$ cat src/rtl/fetch_buffer.sv
// Instruction fetch buffer: circular FIFO between the i-cache and decode,
// with redirect flush and a registered flag for non-sequential pushes.
module fetch_buffer #(
  parameter int DEPTH      = 4,
  parameter int ADDR_WIDTH = 26,
  parameter int DATA_WIDTH = 32
) (
  input  logic                         clk,
  input  logic                         rst_n,
  input  logic                         i_valid,
  input  logic [ADDR_WIDTH-1:0]        i_pc,
  input  logic [DATA_WIDTH-1:0]        i_instr,
  output logic                         o_in_ready,
  output logic                         o_valid,
  output logic [ADDR_WIDTH-1:0]        o_pc,
  output logic [DATA_WIDTH-1:0]        o_instr,
  input  logic                         i_ready,
  input  logic                         i_flush,
  output logic [$clog2(DEPTH+1)-1:0]   o_count,
  output logic                         o_seq_break
);

  localparam int PTR_W = $clog2(DEPTH);
  localparam int CNT_W = $clog2(DEPTH+1);

  logic [ADDR_WIDTH-1:0] pc_mem_r    [DEPTH];
  logic [DATA_WIDTH-1:0] instr_mem_r [DEPTH];

  logic [PTR_W-1:0]      wr_ptr_r;
  logic [PTR_W-1:0]      rd_ptr_r;
  logic [CNT_W-1:0]      count_r;
  logic [ADDR_WIDTH-1:0] last_pc_r;
  logic                  last_pc_valid_r;
  logic                  seq_break_r;

  logic                  full_s;
  logic                  empty_s;
  logic                  push_s;
  logic                  pop_s;
  logic                  break_s;

  assign full_s     = (count_r == CNT_W'(DEPTH));
  assign empty_s    = (count_r == {CNT_W{1'b0}});
  assign o_in_ready = ~full_s & ~i_flush;
  assign push_s     = i_valid & o_in_ready;
  assign pop_s      = ~empty_s & i_ready;

  assign o_valid     = ~empty_s;
  assign o_count     = count_r;
  assign o_pc        = pc_mem_r[rd_ptr_r];
  assign o_instr     = instr_mem_r[rd_ptr_r];
  assign o_seq_break = seq_break_r;

  // Sequence-break detection against the previously accepted PC
  always_comb begin
    break_s = 1'b0;
    if (push_s && last_pc_valid_r) begin
      break_s = (i_pc != (last_pc_r + ADDR_WIDTH'(32'd4)));
    end else begin
      break_s = 1'b0;
    end
  end

  // Entry storage: written on accepted push, never reset
  always_ff @(posedge clk) begin
    if (push_s) begin
      pc_mem_r[wr_ptr_r]    <= i_pc;
      instr_mem_r[wr_ptr_r] <= i_instr;
    end
  end

  // Pointers, occupancy and PC-tracking state; flush wins over push/pop
  always_ff @(posedge clk) begin
    if (!rst_n) begin
      wr_ptr_r        <= {PTR_W{1'b0}};
      rd_ptr_r        <= {PTR_W{1'b0}};
      count_r         <= {CNT_W{1'b0}};
      last_pc_r       <= {ADDR_WIDTH{1'b0}};
      last_pc_valid_r <= 1'b0;
      seq_break_r     <= 1'b0;
    end else if (i_flush) begin
      wr_ptr_r        <= {PTR_W{1'b0}};
      rd_ptr_r        <= {PTR_W{1'b0}};
      count_r         <= {CNT_W{1'b0}};
      last_pc_valid_r <= 1'b0;
      seq_break_r     <= 1'b0;
    end else begin
      seq_break_r <= break_s;
      if (push_s) begin
        wr_ptr_r        <= wr_ptr_r + PTR_W'(1);
        last_pc_r       <= i_pc;
        last_pc_valid_r <= 1'b1;
      end
      if (pop_s) begin
        rd_ptr_r <= rd_ptr_r + PTR_W'(1);
      end
      case ({push_s, pop_s})
        2'b10:   count_r <= count_r + CNT_W'(1);
        2'b01:   count_r <= count_r - CNT_W'(1);
        default: count_r <= count_r;
      endcase
    end
  end

endmodule

$ cat config.mk
export PLATFORM = sky130hd
export DESIGN_NAME = fetch_buffer
export DESIGN_NICKNAME = d
export VERILOG_FILES = /design/src/rtl/fetch_buffer.sv
export SDC_FILE = /design/constraint.sdc
export NUM_CORES = 1
export LEC_CHECK = 0
export ABC_AREA = 0
export CORE_MARGIN = 2
export CORE_UTILIZATION = 51
export DETAILED_ROUTE_END_ITERATION = 8
export DONT_BUFFER_PORTS = 1
export GPL_ROUTABILITY_DRIVEN = 1
export PLACE_DENSITY_LB_ADDON = 0.12
export RECOVER_POWER = 25
export SLEW_MARGIN = 20
export SYNTH_ARGS = -nofsm -noshare
export SYNTH_HDL_FRONTEND = slang
export SYNTH_SLANG_ARGS = --single-unit
export TNS_END_PERCENT = 10
$ cat constraint.sdc
create_clock -name clk -period 5 [get_ports clk]
set_input_delay 0.75 -clock clk [delete_from_list [all_inputs] [get_ports clk]]
set_output_delay 0.75 -clock clk [all_outputs]
set_load 0.02 [all_outputs]
# After elaboration in Yosys (flattened, before gate mapping)
# Memory sizes are Yosys's and may differ from the RTL's. A register that Yosys moved wholly into a read port is not among the register bits.
# Cells that the tools add are included.
# Widths: inputs -> output; s select.
# word_totals
register_bits	35
latchBits	0
ramBits	232
mem_bits_ro	0
input_bits	63
out_inout_bits	64
elab_cells	38
mem_count	2
# memory_table
name	depth	word_bits	read_ports	rd_clocked_by_memory_dff	wr	line	source
instr_mem_r	4	32	1	1	1	27	logic [DATA_WIDTH-1:0] instr_mem_r [DEPTH];
pc_mem_r	4	26	1	1	1	26	logic [ADDR_WIDTH-1:0] pc_mem_r [DEPTH];
# classes
n_addsub	5
mul	0
div	0
order_cmp	0
n_eq_ne	4
n_shift	0
muxes	7
n_bitwise	8
reduce_logical	6
# op_table
operator	n
$add 26x3->26 const B	1
$ne 26x26->1	1
$mux 2	4
$pmux 3 s2	1
$not 1->1	5
$add 2x1->2 const B	2
$add 3x1->3 const B	1
$and 1x1->1	3
$eq 3x3->1 const B	1
$logic_not 3->1	1
$reduce_or 3->1	1
$sub 3x1->3 const B	1
$eq 2x1->1 const B	1
$eq 2x2->1 const B	1
$mux 1	2
$reduce_and 2->1	1
$reduce_bool 2->1	1
$reduce_or 2->1	1
$logic_and 1x1->1	1

# Depth between registers and ports, before layout
# Gate-level depths: netlist of run 1.
# depth
depth_word	7
depth_mapped	12
ltp_nobuf	10

# Least setup slack after synthesis of run 1
# Ideal clock, no wire load.
# synth_timing
path_kind	input to register
start	in i_flush
end	mem instr_mem_r[0][0] (enable)
setup_ns	0.422
arrival_ns	2.787
required_ns	4.578
slack_ns	1.791
cell_stages	2
n_path_buf	0
path_cell_list	a31oi_1 > and3_1
# synth_between
elab_chain_cells	5
# synth_rtl
element	line	source
start, declared	18	input logic i_flush,
$not 1->1 (no source line)	n/a	
$and 1x1->1	44	assign o_in_ready = ~full_s & ~i_flush;
$and 1x1->1	45	assign push_s = i_valid & o_in_ready;
$mux 1	66	if (push_s) begin
$mux 1 (implied by the code)	68	instr_mem_r[wr_ptr_r] <= i_instr;
end, declared	27	
# No other way between the ends.

# Worst setup path after layout of run 1
# layout_timing
start	reg count_r[0], in the netlist o_count[0]
end	reg count_r[2], in the netlist o_count[2]
# layout_between
elab_chain_cells	6
elab_cells_between_ends	13
classes_between	add/sub: 2; eq/ne: 3; mux: 1; bitwise: 5; reduce/logical: 2
# layout_rtl
element	line	source
start, declared	31	logic [CNT_W-1:0] count_r;
start signal, assigned	77	count_r <= {CNT_W{1'b0}};
start signal, assigned	84	count_r <= {CNT_W{1'b0}};
start signal, assigned	98	2'b10: count_r <= count_r + CNT_W'(1);
$eq 3x3->1 *	42	assign full_s = (count_r == CNT_W'(DEPTH));
$not 1->1 *	44	
$and 1x1->1 *	44	
named net o_in_ready	13	output logic o_in_ready,
$and 1x1->1 *	45	
$eq 2x1->1 or $eq 2x2->1 (tied branches)	97	case ({push_s, pop_s})
$pmux 3 s2 or $reduce_bool 2->1 (tied branches)	n/a	
# The timed path passes the listed nets; every way through them passes the cells marked *.
# A chain may end at the register's enable or synchronous reset.

==> results of run 1 <==
[state kept, by name (all words and copies together) (netlist names), named ones only]
signal	count
o_seq_break	1
o_count	3
wr_ptr_r	2
pc_mem_r	104
rd_ptr_r	2
last_pc_valid_r	1
instr_mem_r	128
last_pc_r	26
[cells by family after synthesis]
| group | Yosys count |
|---|---|
| AO/OA/AOI/OAI | 53 |
| buffers and inverters | 35 |
| multiplexers | 62 |
| XOR/XNOR | 36 |
| flip-flops | 269 |
| AND/OR/NAND/NOR | 130 |
| adder cells (fa/ha/maj) | 7 |
[power groups by stage]
| stage | Combinational (W) | Sequential [W] | Clock, W |
|---|---|---|---|
| 2_1_floorplan | 0.000149 | 0.00254 | 0 |
| 3_5_place_dp | 0.000169 | 0.00255 | 0 |
| 6_report | 0.000167 | 0.00250 | 0.00180 |
| 5_1_grt | 0.000181 | 0.00251 | 0.00194 |
| 4_1_cts | 0.000170 | 0.00250 | 0.00185 |
| 3_3_place_gp | 0.000166 | 0.00255 | 0 |
[layer usage]
layer	track usage [%]	vias up	share of wire, %
li1	-	2335	-
met1	22.2	2583	41
met2	30.9	120	51
met3	4.20	37	6.1
met4	4.86	0	2.1
met5	0	-	0
[through the flow]
stage | cell area [µm²] | power (W) | instances
floorplan | 10600 | 0.00269 | 592
global placement | 10900 | 0.00271 | 841
detailed placement | 10900 | 0.00272 | 841
CTS | 11700 | 0.00452 | 888
global route | 11700 | 0.00462 | 888
finish | 11700 | 0.00447 | 888
[worst paths after layout]
kind	start	end	slack (ps)
min	i_pc[17]	pc_mem_r[0][17]	320
max reg2reg	o_count[0]	o_count[2]	1590
min reg2reg	last_pc_r[25]	last_pc_r[25]	480
max	o_count[0]	o_count[2]	1590
[worst max-delay path, cell delays in order (launching register included)]
cell     delay [ps]
dfxtp_1         510
inv_1           140
a31oi_1         720
and2_1          230
buf_4           320
inv_2           300
ha_1            330
inv_1            70
fa_1            180
xor2_1           70
or3_1           300
a21oi_1         150
[layout make-up]
class                   instances  area [µm²]  area share (%)
clock inverters                14        87.6           0.748
well taps                     270         338            2.89
repair buffers                  3        22.5           0.192
clock buffers                  33         698            5.97
flip-flops and latches        269        7710            65.9
inverters                      11        41.3           0.353
multi-input cells             288        2800            23.9
[cells in the final DEF (no fill, tap or decap), drive strengths merged, types with 2 or more instances in the layout]
cell,Yosys,final
or3,5,5
a21boi,27,27
ha,6,6
and4b,2,2
and3,7,7
a21oi,6,6
a211oi,2,2
buf,14,3
mux4,58,58
clkinv,0,12
dfxtp,37,37
edfxtp,232,232
inv,11,11
xnor2,23,23
clkbuf,10,33
nand2,65,65
nor2,13,13
o21ai,5,5
nor3,3,3
o22ai,5,5
a31oi,3,3
and2,3,3
xor2,13,13
nand4,5,5
nor4,5,5
mux2i,3,3
nand3,9,9
nand2b,6,6
==> metrics, run 1 <==
status=finished clean; final-report max-slew violation count=0; largest area contributor in the netlist=edfxtp_1; Core Region=20400 µm²; DRT Wirelength=19200 µm; worst-margin pin slew=943 ps; Max Freq=0.293 GHz; Synth top cells by count=232 x edfxtp_1, 65 x nand2_1, 58 x mux4_2; num rows=52; Flop pwr share=~56%; HP Class=input pin to flop; Die X=148 µm; main combinational cell family by area after synthesis=multiplexers; asr flop ratio synth=0%; hold path depth=0; Clock power frac=40.3%; number of flops mapped to enable cells by yosys=232; setup tns final=0 ps; vias in the first global route=5420; die area=22000 µm²; top-area cell type share of the netlist area=65.5%; max_slew headroom=37.1%; Critical Path RT=5450 ps; post-synthesis sequential area ratio=around 72%; drt drc=0; RSZ-0062 raised after global routing=false; post-synthesis xor/xnor area fraction=under 10%; DRT Pass-1 Iters=4; utilization after layout=57.5%; final hold vios=0; period utilization=about two thirds; pre-CTS setup slack=~1500 ps; Top-Level Pins=127; first-pass GRT wire length=30000 µm; Via-to-Cell Ratio=5.72; total of max-cap violations=0; 1st-iter DRT viols=287; initial antenna violation count=0; ANT cells=0; Synth Area in Compound Gates=3.48%; top post-synthesis cells by area=edfxtp_1 65%, mux4_2 12%, dfxtp_1 7.0%; setup ws final=1590 ps; post-route minimum period=between 3000 and 4000 ps; Post-Syn Nets=662; CTS resizes=0; initial core utilization=52.2%; Final Skew=between 10 and 15 ps; cts bufs inserted=27; Reg2Reg Depth=11; Switching Share=roughly 20%; H-Tree Level Count=1; prevailing post-synth register cell=edfxtp_1; critical path type=flop to flop; Area growth syn-to-layout=9.98%; layout cells sized above 1=17.6%; synthesized area=10600 µm²; maximum VDD drop=0.218 mV; leakage power=3.60 nW; Fillers=about 1500; part of the power in combinational logic=3.7%; hold slack final=320 ps; CTS sink cnt=~270; port bufs=0; final setup vio count=0; fin nets=670; crit path capture type=flop; crit-path max FO=31; Syn. warnings=0; Syn Area/Cell=roughly 18 µm²; mux contribution to synthesized area=12.7%; area share of fa/ha/maj cells after synthesis=less than 1%; Die Span Y=148 µm; CTS root buffer=clkbuf_16; pin count of the biggest net entering global routing=just under 60; Psw=0.000895 W; drt wl/cell=21.6 µm; element type at the critical path start=flop; CTS tree=built; Int Power=0.00358 W; clock transition at the registers of the reported paths=60 ps; worst skew pair latency=approximately 520 ps; # Post-CTS Setup Buffers=0; global-route usage over all layers=17.7%; ANT nets after route=0; Final HPWL DP=11500 µm; total number of vias=5075; count leader, synth=edfxtp_1; cells after synthesis=592; Simple-Gate Fraction of Synth Area=~6.2%; Hold Buf Count CTS=0; flops & latches, synth=269; Clock Path Buffers=3; routability congestion estimate=about 0.74; pwr dens=382 nW/µm²; grt ovf=0; Yosys cell types=50; Critical Path AT=3860 ps
Note: power is estimated with default switching activity, not from simulation.
==> run 2: changes to the inputs <==
- clock period: 5 -> 3.1 ns (I/O delays scaled with it)
==> metrics, run 2 (synthesis results as in run 1) <==
most common cell after layout, fill and taps aside=edfxtp_1; port bufs=0; hold path depth=0; Reg with most FFs=instr_mem_r; die area=22000 µm²; pre-CTS setup slack=around 700 ps; reg-to-reg endpoint=o_count[2]; # Post-CTS Setup Buffers=0; total number of vias=5426; pin count of the biggest net entering global routing=59; Critical Path AT=about 2200 ps; routability congestion estimate=0.789; drt drc=0; Hold Crit Start=i_pc[14]; fin nets=730; 1st-iter DRT viols=378; Via-to-Cell Ratio=5.70; CTS root buffer=clkbuf_16; status=finished clean; crit-path max FO=24; post-route minimum period=2640 ps; ANT cells=0; Critical Path RT=2630 ps; CTS tree=built; cts bufs inserted=28; H-Tree Level Count=1; ANT nets after route=0; first-pass GRT wire length=31800 µm; utilization after layout=61.7%; critical path type=flop to output port; initial core utilization=52.2%; Reg2Reg Depth=11; crit path capture type=output port; setup ws final=around 460 ps; layout cells sized above 1=18.8%; final hold vios=0; CTS sink cnt=269; vias in the first global route=5689; Max Freq=0.378 GHz; leakage power=3.96 nW; maximum VDD drop=0.497 mV; Final Skew=about 8 ps; total of max-cap violations=0; most frequent cells in the layout=232 x edfxtp_1, 65 x nand2_1, 58 x mux4_2; drt wl/cell=21.7 µm; Largest register FFs=128; reg-to-reg startpoint=o_count[0]; Area growth syn-to-layout=18.1%; Largest regs=instr_mem_r x128, pc_mem_r x104, last_pc_r x26; pwr dens=627 nW/µm²; worst skew pair latency=530 ps; setup slack, reg-to-reg=roughly 700 ps; RSZ-0062 raised after global routing=false; num rows=52; Top-Level Pins=127; Core Region=roughly 20000 µm²; Die Span Y=between 100 and 150 µm; grt ovf=0; Worst Hold End=pc_mem_r[2][14]; global-route usage over all layers=18.8%; element type at the critical path start=flop; final-report max-slew violation count=0; Clock Path Buffers=3; DRT Wirelength=a little over 20000 µm; DRT Pass-1 Iters=4; HP Class=input pin to flop; clock transition at the registers of the reported paths=60 ps; period utilization=a little under nine tenths; final setup vio count=0; initial antenna violation count=0; worst-margin pin slew=900 ps; power after layout=around 0.0079 W; Die X=148 µm; Final HPWL DP=12400 µm; max_slew headroom=between 30% and 40%
run 2: critical path: stages, from the launching register on:
cell	delay, ps
dfxtp_4	680
buf_12	290
mux4_2	640
run 2: layout make-up:
class                           count  area, µm²
Sequential cell                   269       7710
Clock inverter                     20        254
Clock buffer                       32        736
Tap cell                          270        338
Fill cell                        1438       7800
Multi-Input combinational cell    288       2800
Inverter                           11       41.3
Timing Repair Buffer               62        683
run 2: power breakdown:
part           internal, W  switching [W]
registers          0.00399      0.0000370
logic             0.000159       0.000205
clock network      0.00213        0.00136
run 2: what timing repair did:
action                                  in CTS  in global routing
hold endpoints to repair                   156                 36
endpoints found under the setup margin       0                  0
resized for setup                            0                  0
hold buffers                                40                 12
run 2: worst max-delay path by stage:
stage	start	to	slack (ps)	cells after the start
global route	flop	o_pc[5]	310	2
finish	flop	o_pc[5]	460	2
detailed placement	o_count[0]	o_count[2]	700	11
CTS	flop	o_pc[5]	400	2
global placement	o_count[0]	o_count[2]	830	11
floorplan	o_count[0]	instr_mem_r[1][0]	-10	3
run 2: per-layer routing:
metal | global-route usage [%] | vias to the layer above | routed length [µm]
li1 | - | 2460 | -
met1 | 24.2 | 2789 | 8420
met3 | 4.02 | 41 | 1020
met4 | 5.24 | 0 | 545
met5 | 0 | - | 0
met2 | 32.8 | 136 | 10700
run 2: stage by stage:
step                std cells  area (µm²)  TNS (ps)  hold slack, ps
global placement          848       11100         0             454
global route              952       12600         0           0.291
floorplan                 592       10600     -1920             424
detailed placement        848       11100         0             459
finish                    952       12600         0            24.2
CTS                       940       12400         0           0.307
==> run 3: changes to the inputs <==
- CTS_CLUSTER_DIAMETER: default -> 200
- PLACE_DENSITY: default -> 0.68
- PLACE_DENSITY_LB_ADDON: 0.12 -> default
- SETUP_SLACK_MARGIN: default -> 0.4
==> metrics, run 3 (synthesis results as in run 1) <==
total of max-cap violations=0; Core Region=20400 µm²; global-route usage over all layers=17.4%; DRT Wirelength=18900 µm; final hold vios=0; die area=between 20000 and 25000 µm²; vias in the first global route=approximately 5400; setup slack, reg-to-reg=720 ps; pwr dens=roughly 600 nW/µm²; Flop pwr share=56.1%; H-Tree Level Count=1; RSZ-0062 raised after global routing=false; Top-Level Pins=127; Psw=0.00140 W; routability congestion estimate=0.782; crit-path max FO=23; Int Power=0.00579 W; grt ovf=0; placed inst area=11000 µm²; ANT nets after route=0; Crit-path slowest cell=mux4_2; setup tns final=0 ps; DRT Pass-1 Iters=5; CTS tree=built; CTS root buffer=clkbuf_16; clock transition at the registers of the reported paths=roughly 60 ps; hold path depth=0; initial core utilization=a little over half; most common cell after layout, fill and taps aside=edfxtp_1; worst-path cell chain=buf_12 -> mux4_2; Largest regs=instr_mem_r x128, pc_mem_r x104, last_pc_r x26; layout cells sized above 1=a little under a fifth; CTS sink cnt=269; Max Freq=0.392 GHz; max_slew headroom=63.4%; num rows=52; HP Class=input pin to flop; Critical Path AT=2090 ps; setup ws final=between 500 and 600 ps; drt drc=0; crit path capture type=output port; total number of vias=5094; ANT cells=0; Fillers=1477; final-report max-slew violation count=0; post-route minimum period=between 2000 and 3000 ps; most frequent cells in the layout=232 x edfxtp_1, 65 x nand2_1, 58 x mux4_2; Final Skew=14.5 ps; Final HPWL DP=~12000 µm; Worst Hold End=pc_mem_r[2][16]; Largest register FFs=128; Reg with most FFs=instr_mem_r; critical path type=flop to output port; Die X=approximately 150 µm; first-pass GRT wire length=29600 µm; Clock power frac=40.0%; CTS resizes=0; Hold Buf Count CTS=0; element type at the critical path start=flop; fin nets=around 680; Switching Share=roughly a fifth; leakage power=around 3.7 nW; period utilization=between 80 and 90%; maximum VDD drop=0.494 mV; placed cell count=about 850; Critical Path RT=about 2600 ps; final std cells w/o fill=~900; Die Span Y=around 150 µm; pin count of the biggest net entering global routing=59; # Post-CTS Setup Buffers=0; Area growth syn-to-layout=11.2%; cts bufs inserted=27; reg-to-reg startpoint=o_count[2]; pre-CTS setup slack=~750 ps; drt wl/cell=21.1 µm; Hold Crit Start=i_pc[16]; port bufs=0; part of the power in combinational logic=between 3 and 4%; initial antenna violation count=0; worst skew pair latency=about 500 ps; worst-margin pin slew=around 550 ps; Via-to-Cell Ratio=~5.7; 1st-iter DRT viols=282; fin area=11800 µm²; reg-to-reg endpoint=o_count[2]; Clock Path Buffers=3; utilization after layout=58.1%; status=finished clean; CP max stage delay=630 ps; Reg2Reg Depth=8; final setup vio count=0
## run 3: worst max-delay path by stage
stage	from	end	slack, ps	cells past startpoint
4_1_cts	flop	o_pc[5]	480	2
2_1_floorplan	o_count[0]	instr_mem_r[1][0]	-10	3
6_report	flop	o_pc[5]	550	2
5_1_grt	flop	o_pc[5]	410	2
3_3_place_gp	o_count[0]	o_count[2]	840	11
3_5_place_dp	o_count[2]	o_count[2]	750	8
## run 3: through the flow
step | hold slack (ps) | power (W)
floorplan | 424 | 0.00434
detailed placement | 451 | 0.00440
finish | 46.1 | 0.00719
CTS | 21.1 | 0.00728
global route | 17.8 | 0.00745
global placement | 458 | 0.00438
## run 3: power by group through the flow
stage	sequential (W)	combinational (W)	clock, W
after floorplan	0.00410	0.000240	0
final	0.00403	0.000280	0.00288
after global placement	0.00411	0.000280	0
after CTS	0.00403	0.000286	0.00297
after global routing	0.00404	0.000304	0.00311
after detailed placement	0.00411	0.000285	0
## run 3: layout make-up
type,count,area (µm²),share of cell area [%]
inverters,11,41.3,0.349
repair buffers,10,163,1.37
flip-flops and latches,269,7710,65.2
multi-input cells,288,2790,23.6
well taps,270,338,2.86
clock inverters,11,80.1,0.677
clock buffers,36,709,6.00
## run 3: layer usage
| layer | up-vias | GRT usage (%) | wire [µm] |
|---|---|---|---|
| li1 | 2345 | - | - |
| met1 | 2615 | 21.3 | 7560 |
| met2 | 105 | 31.0 | 9770 |
| met3 | 29 | 4.57 | 1180 |
| met4 | 0 | 4.62 | 334 |
| met5 | - | 0 | 0 |
## run 3: worst max-delay path, delay by kind of cell, from the launching register on
family,cells,cell delay [ps]
muxes,1,630
buffers and inverters,1,280
DFF,1,620
